===== src/rtl/add_serial.sv =====
// add_serial: multi-cycle adder/subtractor, CHUNK bits per clock,
// carry rippled through a register, valid/ready on both sides.
module add_serial #(
   parameter int WIDTH = 16,
   parameter int CHUNK = 4
) (
   input  logic             clock,
   input  logic             reset_n,
   input  logic             in_valid,
   output logic             in_ready,
   input  logic [WIDTH-1:0] a,
   input  logic [WIDTH-1:0] b,
   input  logic             sub,
   output logic             out_valid,
   input  logic             out_ready,
   output logic [WIDTH-1:0] sum,
   output logic             cout,
   output logic             ovf
);

   localparam int N  = WIDTH / CHUNK;
   localparam int IW = (N > 1) ? $clog2(N) : 1;
   localparam logic [IW-1:0] LAST = IW'(N - 1);

   typedef enum logic [1:0] {
      IDLE,
      RUN,
      DONE
   } state_t;

   state_t           state;
   state_t           state_nx;
   logic [WIDTH-1:0] opa;
   logic [WIDTH-1:0] opb;
   logic [WIDTH-1:0] acc;
   logic             carry;
   logic [IW-1:0]    idx;
   logic [CHUNK-1:0] ca;
   logic [CHUNK-1:0] cb;
   logic [CHUNK-1:0] cs;
   logic             cc;
   logic             accept;
   logic             last;

   assign ca   = opa[int'(idx)*CHUNK +: CHUNK];
   assign cb   = opb[int'(idx)*CHUNK +: CHUNK];
   assign last = (idx == LAST);
   assign sum  = acc;

   assign {cc, cs} = {1'b0, ca} + {1'b0, cb}
                   + {{CHUNK{1'b0}}, carry};

   always_ff @(posedge clock or negedge reset_n) begin
      if (!reset_n) state <= IDLE;
      else          state <= state_nx;
   end

   always_comb begin
      state_nx  = state;
      in_ready  = 1'b0;
      out_valid = 1'b0;
      accept    = 1'b0;
      unique case (state)
         IDLE: begin
            in_ready = 1'b1;
            if (in_valid) begin
               accept   = 1'b1;
               state_nx = RUN;
            end
         end
         RUN: begin
            if (last) state_nx = DONE;
         end
         DONE: begin
            out_valid = 1'b1;
            if (out_ready) state_nx = IDLE;
         end
         default: state_nx = IDLE;
      endcase
   end

   // Subtraction is a + ~b + 1: the +1 enters as the initial carry.
   always_ff @(posedge clock or negedge reset_n) begin
      if (!reset_n) begin
         opa   <= '0;
         opb   <= '0;
         carry <= 1'b0;
         idx   <= '0;
         acc   <= '0;
         cout  <= 1'b0;
         ovf   <= 1'b0;
      end else if (accept) begin
         opa   <= a;
         opb   <= sub ? ~b : b;
         carry <= sub;
         idx   <= '0;
         acc   <= '0;
      end else if (state == RUN) begin
         acc[int'(idx)*CHUNK +: CHUNK] <= cs;
         carry <= cc;
         idx   <= idx + 1'b1;
         if (last) begin
            cout <= cc;
            ovf  <= (opa[WIDTH-1] == opb[WIDTH-1])
                 && (cs[CHUNK-1] != opa[WIDTH-1]);
         end
      end
   end

endmodule


===== config.mk =====
export PLATFORM = sky130hd
export DESIGN_NAME = add_serial
export DESIGN_NICKNAME = d
export VERILOG_FILES = /design/src/rtl/add_serial.sv
export SDC_FILE = /design/constraint.sdc
export NUM_CORES = 1
export LEC_CHECK = 0
export CAP_MARGIN = 20
export CORE_MARGIN = 4
export CORE_UTILIZATION = 55
export CTS_BUF_LIST = sky130_fd_sc_hd__clkbuf_16
export DETAILED_ROUTE_END_ITERATION = 7
export PLACE_DENSITY = 0.85
export SYNTH_ARGS = -nofsm -noshare
export SYNTH_HDL_FRONTEND = slang
export SYNTH_SLANG_ARGS = --single-unit

===== constraint.sdc =====
create_clock -name clock -period 5 [get_ports clock]
set_clock_uncertainty 0.2 [all_clocks]
set_input_delay 0.75 -clock clock [delete_from_list [all_inputs] [get_ports clock]]
set_output_delay 0.75 -clock clock [all_outputs]
set_load 0.02 [all_outputs]

==> flow_summary.yaml, run 1 <==
worst_setup_path:
  timing.critical_path.to_type: "register"
  worst-endpoint-arrival_ps: 3170
  cp_max_fo: 15
  cp-startpoint: "idx[0]$_DFFE_PN0P_"
  critical_path_required_ps: 4940
  timing_worst_setup_path_type: "reg2reg"
  worstSetupStartpointType: "register"
  crit-reg2reg-launch: "idx[0]$_DFFE_PN0P_"
die:
  die_h_um: 79.04
  num_io_pins: 57
  coreArea_um2: 4817
  start_util_pct: 57.61
  placement_rows: 25
  die-area_um2: 6247
  die_width_um: 79.04
placement:
  gp_congestion: 0.8115
  dpl.hpwl_um: 3875
  numPlacedInstances: 327
  placed_cell_area_um2: 3322
  detailedPlace.worstSlack_ps: 1856
  io_buffers: 56
final_layout:
  syn2layout_area_growth_pct: 24.53
  antenna-diode-count: 0
  final_cells: 334
  final_design_area_no_fill_um2: 3456
  layout.cells.most_common_list: "dfrtp_1, clkdlybuf4s50_1, a21oi_1, nor2_1"
  final_layout_size_suffix_gt1_share_pct: 14.23
  layout.nets: 313
global_route:
  grt_antenna_before_repair: 0
  total_routing_usage_reported_by_global_routing_pct: 19.47
  first_pass_grt_wire_length_um: 9390
  grt_start_max_net_pins: 56
  congestion_overflow_gr: 0
  grt_pass1_vias: 1925
clock_tree:
  post_cts_buffers: 0
  clk_root_buffer_cell: "clkbuf_16"
  clock_path_buffers: 2
  tritoncts_num_sinks: 55
  path_clk_slew_ps: 70
  tritoncts_clock_tree: "yes"
  worstSkewPairLatency_ps: 290
  number_of_buffers_created_by_cts: 5
  postCtsResizedCells: 0
  holdBufCountCts: 0
  h_tree_lvl_count: 2
route:
  vias_per_inst: 5.587
  drt_drc_violations_left: 0
  dr_total_vias: 1866
  routed_wl_um: 5590
  avgRoutedWirePerCell_um: 16.74
  drtIter0Drc: 108
  drt_antenna_net_count: 0
  drtPass1Iterations: 4
job:
  maxCapViolCount: 0
timing:
  max_slew_margin_pct: 41.08
  worstMarginPinSlew_ps: 881.1
  layout_setup_ws_ps: 1763
  final_worst_path_period_share_pct: 64.73
  number_of_failing_hold_endpoints_at_the_final_stage: 0
  period_minus_slack_ps: 3237
  fmax_mhz: 309.0
  rsz0062_at_grt: "false"
  setup_viol: 0
  slew_viols_final: 0
  final.setup.tns_ps: 0
logic_synthesis:
  netlist_top_cells_area: "dfrtp_1, mux2_4, mux4_2"
  mapped_cell_area_um2: 2775
  post_syn_nets: 261
  syn_inst: 215
  yosysTopAreaCell: "dfrtp_1"
  post_synth.cell_area_avg_um2: 12.91
  post-synth-top-area-fraction_pct: 49.59
  synth_cell_types: 37
  synth-seq-area-share_pct: 49.59
  postSynthRegisterBits: 55
  ys.warnings.count: 0
min_path:
  min-delay-start: "sum[13]$_DFFE_PN0P_"
  hold_class: "reg2reg"
run_status:
  outcome: "complete, no violations"
pwr:
  power_mw: 2.473
  power_density_nw_per_um2: 715.6
  static-leakage-power_nw: 1.461
  power.ir.vdd_worst_v: 0.0003838
worst max-delay path, stage by stage (launching register included):
cell	delay [ps]
dfrtp_1	860
mux4_2	610
fa_1	450
fa_1	430
a21o_1	210
a21oi_1	190
o221ai_1	130
stage by stage:
stage | utilization, % | hold WS (ps)
2_1_floorplan | - | 254.4
3_3_place_gp | 68.96 | 285.8
5_1_grt | 71.74 | 317.2
4_1_cts | 71.74 | 308.4
6_report | 71.74 | 304.7
3_5_place_dp | 68.96 | 290.1
layout make-up:
type / count / area [um2]
clock buffers: 5 / 125.1
clock inverters: 2 / 8.758
fillers: 369 / 1361
inverters: 3 / 11.26
multi-input cells: 145 / 1287
flip-flops and latches: 55 / 1376
well taps: 67 / 83.83
repair buffers: 57 / 563.0
path summary, 6_finish.rpt:
kind / to / slack (ps) / cells past startpoint
worst max-delay path: carry$_DFFE_PN0P_ / 1760 / 6
worst min-delay path: sum[13]$_DFFE_PN0P_ / 300 / 1
worst max register to register: carry$_DFFE_PN0P_ / 1760 / 6
worst min register to register: sum[13]$_DFFE_PN0P_ / 300 / 1
max in group asynchronous: sum[8]$_DFFE_PN0P_ / 3780 / 2
min in group asynchronous: opa[1]$_DFFE_PN0P_ / 380 / 2
cell usage after synthesis:
cell type / n
buf_2: 2
o21ai_0: 3
buf_8: 1
nor3_2: 1
nand3b_1: 1
buf_4: 5
nand2b_1: 2
ha_1: 7
xor2_1: 1
a21o_1: 6
nor2_1: 18
a21oi_1: 19
mux2_4: 15
or3_1: 1
nand2b_4: 1
mux4_2: 8
nor4_2: 1
nand2_1: 12
a22o_1: 17
xnor2_1: 17
fa_1: 2
nand3_1: 2
dfrtp_1: 55
nor3b_1: 1
inv_1: 3
nor2_2: 1
mux2_2: 1
and2_4: 1
o221ai_1: 1
clkbuf_1: 1
buf_6: 3
a211o_1: 1
o2111ai_1: 1
and4_1: 1
nor4b_4: 1
o21bai_1: 1
and2b_1: 1
report_power, final:
group	internal, mW	switching [mW]	total (mW)	leakage [nW]
Clock	0.180	0.146	0.326	0.0671
Sequential	0.646	0.184	0.830	0.672
Combinational	0.649	0.667	1.32	0.722
cell families (layout without fill, tap and decap cells):
logic type               after synthesis  count (layout)  share of synthesized area (%)
XOR/XNOR                              18              18                          5.681
buffers and inverters                 15              67                          4.012
AO/OA/AOI/OAI                         49              49                          12.17
adder cells (fa/ha/maj)                9               9                          4.599
multiplexers                          24              24                          15.01
flip-flops                            55              55                          49.59
AND/OR/NAND/NOR                       45              45                          8.927
routing by layer:
| metal | vias up | global-route usage, % | wire length [um] |
|---|---|---|---|
| li1 | 868 | - | - |
| met5 | - | 0 | 0 |
| met3 | 17 | 3.628 | 320 |
| met4 | 0 | 6.357 | 121 |
| met2 | 73 | 31.82 | 2695 |
| met1 | 908 | 26.41 | 2452 |
sequential cells by signal, summed over array words and instances, names as in the netlist:
name	count
idx	2
opb	16
cout	1
state	2
opa	16
sum	16
ovf	1
carry	1
No activity file was read; power rests on OpenSTA's default activity.
==> run 2: changes to the inputs <==
--- a/config.mk
+++ b/config.mk
@@ -7,10 +7,10 @@
 export LEC_CHECK = 0
 export CAP_MARGIN = 20
 export CORE_MARGIN = 4
-export CORE_UTILIZATION = 55
+export CORE_UTILIZATION = 51
 export CTS_BUF_LIST = sky130_fd_sc_hd__clkbuf_16
 export DETAILED_ROUTE_END_ITERATION = 7
-export PLACE_DENSITY = 0.85
+export PLACE_DENSITY = 0.8
 export SYNTH_ARGS = -nofsm -noshare
 export SYNTH_HDL_FRONTEND = slang
 export SYNTH_SLANG_ARGS = --single-unit
==> constraint.sdc (replaced) <==
create_clock -name clock -period 3.15 [get_ports clock]
set_clock_uncertainty 0.2 [all_clocks]
set_input_delay 0.4725 -clock clock [delete_from_list [all_inputs] [get_ports clock]]
set_output_delay 0.4725 -clock clock [all_outputs]
set_load 0.02 [all_outputs]
==> run 2 against run 1 <==
Flip-flop and latch count did not move. Non-clock buffer count is 2 higher. First-iteration DRC count down 25%. Cell count grew 1.8%. Clock power rose by 57%. Worst setup slack worse by 1400 ps. Largest cell class unchanged.
==> flow_summary.yaml, run 2 (same netlist as run 1, synthesis figures left out) <==
run_status:
  outcome: "complete, no violations"
timing:
  number_of_failing_hold_endpoints_at_the_final_stage: 0
  period_minus_slack_ps: 2777
  worstMarginPinSlew_ps: 859.2
  slew_viols_final: 0
  final_worst_path_period_share_pct: 88.15
  rsz0062_at_grt: "false"
  max_slew_margin_pct: 42.54
  setup_viol: 0
  fmax_mhz: 360.2
  layout_setup_ws_ps: 373.4
  final.setup.tns_ps: 0
route:
  avgRoutedWirePerCell_um: 15.78
  routed_wl_um: 5365
  dr_total_vias: 1773
  drtPass1Iterations: 4
  vias_per_inst: 5.215
  drtIter0Drc: 81
  drt_drc_violations_left: 0
  drt_antenna_net_count: 0
pwr:
  static-leakage-power_nw: 1.480
  power_density_nw_per_um2: 1129
  power.ir.vdd_worst_v: 0.0005179
worst_setup_path:
  cp_slowest_cell: "mux4_2"
  critical_path_required_ps: 3130
  timing_worst_setup_path_type: "reg2reg"
  worstPathBufferInverterCount: 1
  regToRegSetupSlack_ps: 370
  worstSetupStartpointType: "register"
  critPathTopFamily: "compound AO/OA/AOI/OAI gates"
  critical-path-max-stage-delay_ps: 570
  r2r_cells: 7
  worst-endpoint-arrival_ps: 2750
  cp_max_fo: 12
  worst-path-stages: 7
  timing.critical_path.to_type: "register"
  critical_path.cell_chain: "buf_4 -> mux4_2 -> ha_1 -> a21o_1 -> a21oi_1 -> xnor2_1 -> a22o_1"
global_route:
  routing_usage_on_met1_pct: 24.18
  congestion_overflow_gr: 0
  first_pass_grt_wire_length_um: 9101
  met2_usage_pct: 29.00
  grt_start_max_net_pins: 56
  global_route.peak_usage_layer: "met2"
  total_routing_usage_reported_by_global_routing_pct: 17.98
  grt_antenna_before_repair: 0
  grt_pass1_vias: 1862
  groute.layer.met3.usage_pct: 3.289
job:
  maxCapViolCount: 0
final_layout:
  layout.nets: 315
  final_core_utilization_pct: 66.83
  fill_cells: 415
  regArea_um2: 1376
  syn2layout_area_growth_pct: 25.34
  antenna-diode-count: 0
  final_layout_size_suffix_gt1_share_pct: 14.81
  layout.cells.most_common_list: "dfrtp_1, clkdlybuf4s50_1, a21oi_1, nor2_1"
  multiInputGateArea_um2: 1287
clock_tree:
  h_tree_lvl_count: 2
  tritoncts_clock_tree: "yes"
  holdBufCountCts: 0
  path_clk_slew_ps: 70
  worstSkewPairLatency_ps: 290
  number_of_buffers_created_by_cts: 5
  post_cts_buffers: 0
  clk_root_buffer_cell: "clkbuf_16"
  postCtsResizedCells: 0
  tritoncts_num_sinks: 55
  clock_path_buffers: 2
die:
  coreArea_um2: 5205
  die_width_um: 81.77
  die-area_um2: 6686
  start_util_pct: 53.32
  num_io_pins: 57
  die_h_um: 81.77
  placement_rows: 26
placement:
  dpl.hpwl_um: 3898
  gp_congestion: 0.8721
  io_buffers: 56
  detailedPlace.worstSlack_ps: 372.0
min_path:
  hold_class: "in2async"
-- run 2: worst paths after layout --
check,from,endpoint
worst max-delay path,idx[0]$_DFFE_PN0P_,sum[11]$_DFFE_PN0P_
worst min-delay path,reset_n,opa[15]$_DFFE_PN0P_
worst max register to register,idx[0]$_DFFE_PN0P_,sum[11]$_DFFE_PN0P_
worst min register to register,ovf$_DFFE_PN0P_,ovf$_DFFE_PN0P_
max in group asynchronous,reset_n,state[1]$_DFFE_PN0P_
min in group clock,ovf$_DFFE_PN0P_,ovf$_DFFE_PN0P_
-- run 2: metrics by stage --
stage	hold WS [ps]	power [mW]	instance area (um2)	instances
after floorplan	-23.09	2.807	2775	215
after global placement	275.0	3.332	3341	332
after detailed placement	280.8	3.398	3341	332
after CTS	134.8	3.946	3478	340
after global routing	174.0	4.229	3478	340
final	105.7	3.929	3478	340
-- run 2: area by class of cell --
type	count	area share (%)
sequential	55	39.57
tap	70	2.518
inverter	3	0.3237
multi-input combinational	145	37.01
timing repair buffer	59	16.62
clock inverter	3	0.3597
clock buffer	5	3.597
-- run 2: metal layers --
metal  routed length (um)  up-vias  part of all wire [%]
met2                 2478       47                    46
met4                   91        0                   1.7
li1                     -      875                     -
met1                 2531      842                    47
met5                    0        -                     0
met3                  264        9                   4.9
-- run 2: power breakdown --
part	switching [mW]	internal [mW]
clock	0.225	0.287
combinational	1.10	1.05
sequential	0.243	1.03
total	1.56	2.36
==> run 3: changes to the inputs <==
--- a/config.mk
+++ b/config.mk
@@ -6,6 +6,7 @@
 export NUM_CORES = 1
 export LEC_CHECK = 0
 export CAP_MARGIN = 20
+export CORE_ASPECT_RATIO = 1.25
 export CORE_MARGIN = 4
 export CORE_UTILIZATION = 51
 export CTS_BUF_LIST = sky130_fd_sc_hd__clkbuf_16
==> run 3 against run 2 <==
Hold slack better by 200 ps. First-iteration DRC count up 36%. Non-clock buffer count up 3. Combinational power about the same. Clock-buffer cell count unchanged. Power up 3.1%. Critical endpoint unchanged. Largest power group unchanged.
==> flow_summary.yaml, run 3 (same netlist as run 1, synthesis figures left out) <==
run_status:
  outcome: "complete, no violations"
timing:
  hold_ws_ps: 308.9
  period_minus_slack_ps: 3002
  number_of_failing_hold_endpoints_at_the_final_stage: 0
  final.setup.tns_ps: 0
  final_worst_path_period_share_pct: 95.31
  rsz0062_at_grt: "false"
  fmax_mhz: 333.1
  max_slew_margin_pct: 63.09
  setup_viol: 0
  slew_viols_final: 0
  worstMarginPinSlew_ps: 553.6
worst_setup_path:
  worst-path-stages: 7
  worstSetupStartpointType: "register"
  critPathTopFamily: "compound AO/OA/AOI/OAI gates"
  cp_slowest_cell: "dfrtp_1"
  worst-endpoint-arrival_ps: 2980
  cp_max_fo: 9
  critical_path_required_ps: 3130
  critical-path-max-stage-delay_ps: 590
  critical_path.cell_chain: "buf_4 -> mux4_2 -> ha_1 -> a21o_1 -> a21oi_1 -> xnor2_1 -> a22o_1"
  timing.critical_path.to_type: "register"
  worstPathBufferInverterCount: 1
  timing_worst_setup_path_type: "reg2reg"
  r2r_cells: 7
clock_tree:
  post_cts_buffers: 0
  number_of_buffers_created_by_cts: 5
  worstSkewPairLatency_ps: 290
  path_clk_slew_ps: 70
  h_tree_lvl_count: 2
  tritoncts_clock_tree: "yes"
  clock_path_buffers: 2
  clk_root_buffer_cell: "clkbuf_16"
  tritoncts_num_sinks: 55
final_layout:
  fill_cells: 394
  antenna-diode-count: 0
  syn2layout_area_growth_pct: 26.83
  final_cells: 335
  final_layout_size_suffix_gt1_share_pct: 15.75
  layout.cells.most_common_list: "dfrtp_1, clkdlybuf4s50_1, a21oi_1, nor2_1"
  final_design_area_no_fill_um2: 3520
  layout.nets: 318
die:
  num_io_pins: 57
  coreArea_um2: 5189
  die_width_um: 73.98
  die-area_um2: 6693
  die_h_um: 90.48
  placement_rows: 29
  start_util_pct: 53.48
route:
  drtIter0Drc: 110
  avgRoutedWirePerCell_um: 17.36
  dr_total_vias: 1877
  drt_antenna_net_count: 0
  routed_wl_um: 5816
  drtPass1Iterations: 4
  vias_per_inst: 5.603
  drt_drc_violations_left: 0
placement:
  placed_cell_area_um2: 3346
  gp_congestion: 0.7807
  io_buffers: 56
  numPlacedInstances: 326
  dpl.hpwl_um: 4220
global_route:
  congestion_overflow_gr: 0
  first_pass_grt_wire_length_um: 9584
  grt_antenna_before_repair: 0
  grt_pass1_vias: 1977
  grt_start_max_net_pins: 32
  total_routing_usage_reported_by_global_routing_pct: 18.32
job:
  maxCapViolCount: 0
min_path:
  hold_class: "reg2reg"
  hold-path-cell-count: 1
pwr:
  power.ir.vdd_worst_v: 0.0005860
  static-leakage-power_nw: 1.500
  power_density_nw_per_um2: 1151
[run 3: cell types whose count changed in the layout (fill, tap and decap cells not counted)]
cell | previous run | this run
buf_4 | 3 | 5
bufinv_16 | 0 | 1
clkinv_1 | 0 | 1
dlygate4sd3_1 | 0 | 1
inv_1 | 5 | 3
[run 3: report_power, final]
group | switching, mW | internal [mW] | total [mW]
Clock | 0.239 | 0.371 | 0.610
Sequential | 0.266 | 1.03 | 1.29
Combinational | 1.09 | 1.06 | 2.15
Total | 1.60 | 2.45 | 4.05
[run 3: metrics by stage]
step | total power [mW] | util (%) | setup WS (ps)
finish | 4.050 | 67.83 | 147.8
global placement | 3.320 | 64.48 | 337.8
CTS | 4.069 | 67.83 | 133.3
global route | 4.315 | 67.83 | 54.94
detailed placement | 3.390 | 64.48 | 202.1
floorplan | 2.807 | - | 343.2
[run 3: area by class of cell]
| type | instances | area [um2] | share of cell area [%] |
|---|---|---|---|
| Clock buffer | 5 | 125.1 | 3.555 |
| Clock inverter | 3 | 38.79 | 1.102 |
| Inverter | 3 | 11.26 | 0.3199 |
| Multi-Input combinational cell | 145 | 1287 | 36.58 |
| Sequential cell | 55 | 1376 | 39.10 |
| Tap cell | 62 | 77.57 | 2.204 |
| Timing Repair Buffer | 62 | 603.1 | 17.13 |
[run 3: what timing repair did]
item,in CTS,in global routing
endpoints found under the hold margin,24,0
gates resized for setup,0,0
hold buffers,1,0
[run 3: path summary, 6_finish.rpt]
kind | start | endpoint | slack (ps)
worst max-delay path | idx[0]$_DFFE_PN0P_ | sum[11]$_DFFE_PN0P_ | 150
worst max register to register | idx[0]$_DFFE_PN0P_ | sum[11]$_DFFE_PN0P_ | 150
min in group asynchronous | reset_n | opa[3]$_DFFE_PN0P_ | 510
worst min register to register | sum[13]$_DFFE_PN0P_ | sum[13]$_DFFE_PN0P_ | 310
max in group asynchronous | reset_n | opb[15]$_DFFE_PN0P_ | 1430
worst min-delay path | sum[13]$_DFFE_PN0P_ | sum[13]$_DFFE_PN0P_ | 310
[run 3: metal layers]
| layer | part of all wire [%] | global-route usage [%] | vias to the layer above | wire [um] |
|---|---|---|---|---|
| li1 | - | - | 875 | - |
| met2 | 53 | 30.99 | 63 | 3062 |
| met1 | 40 | 22.77 | 922 | 2301 |
| met3 | 5.1 | 4.009 | 17 | 298 |
| met4 | 2.6 | 5.891 | 0 | 154 |
| met5 | 0 | 0 | - | 0 |
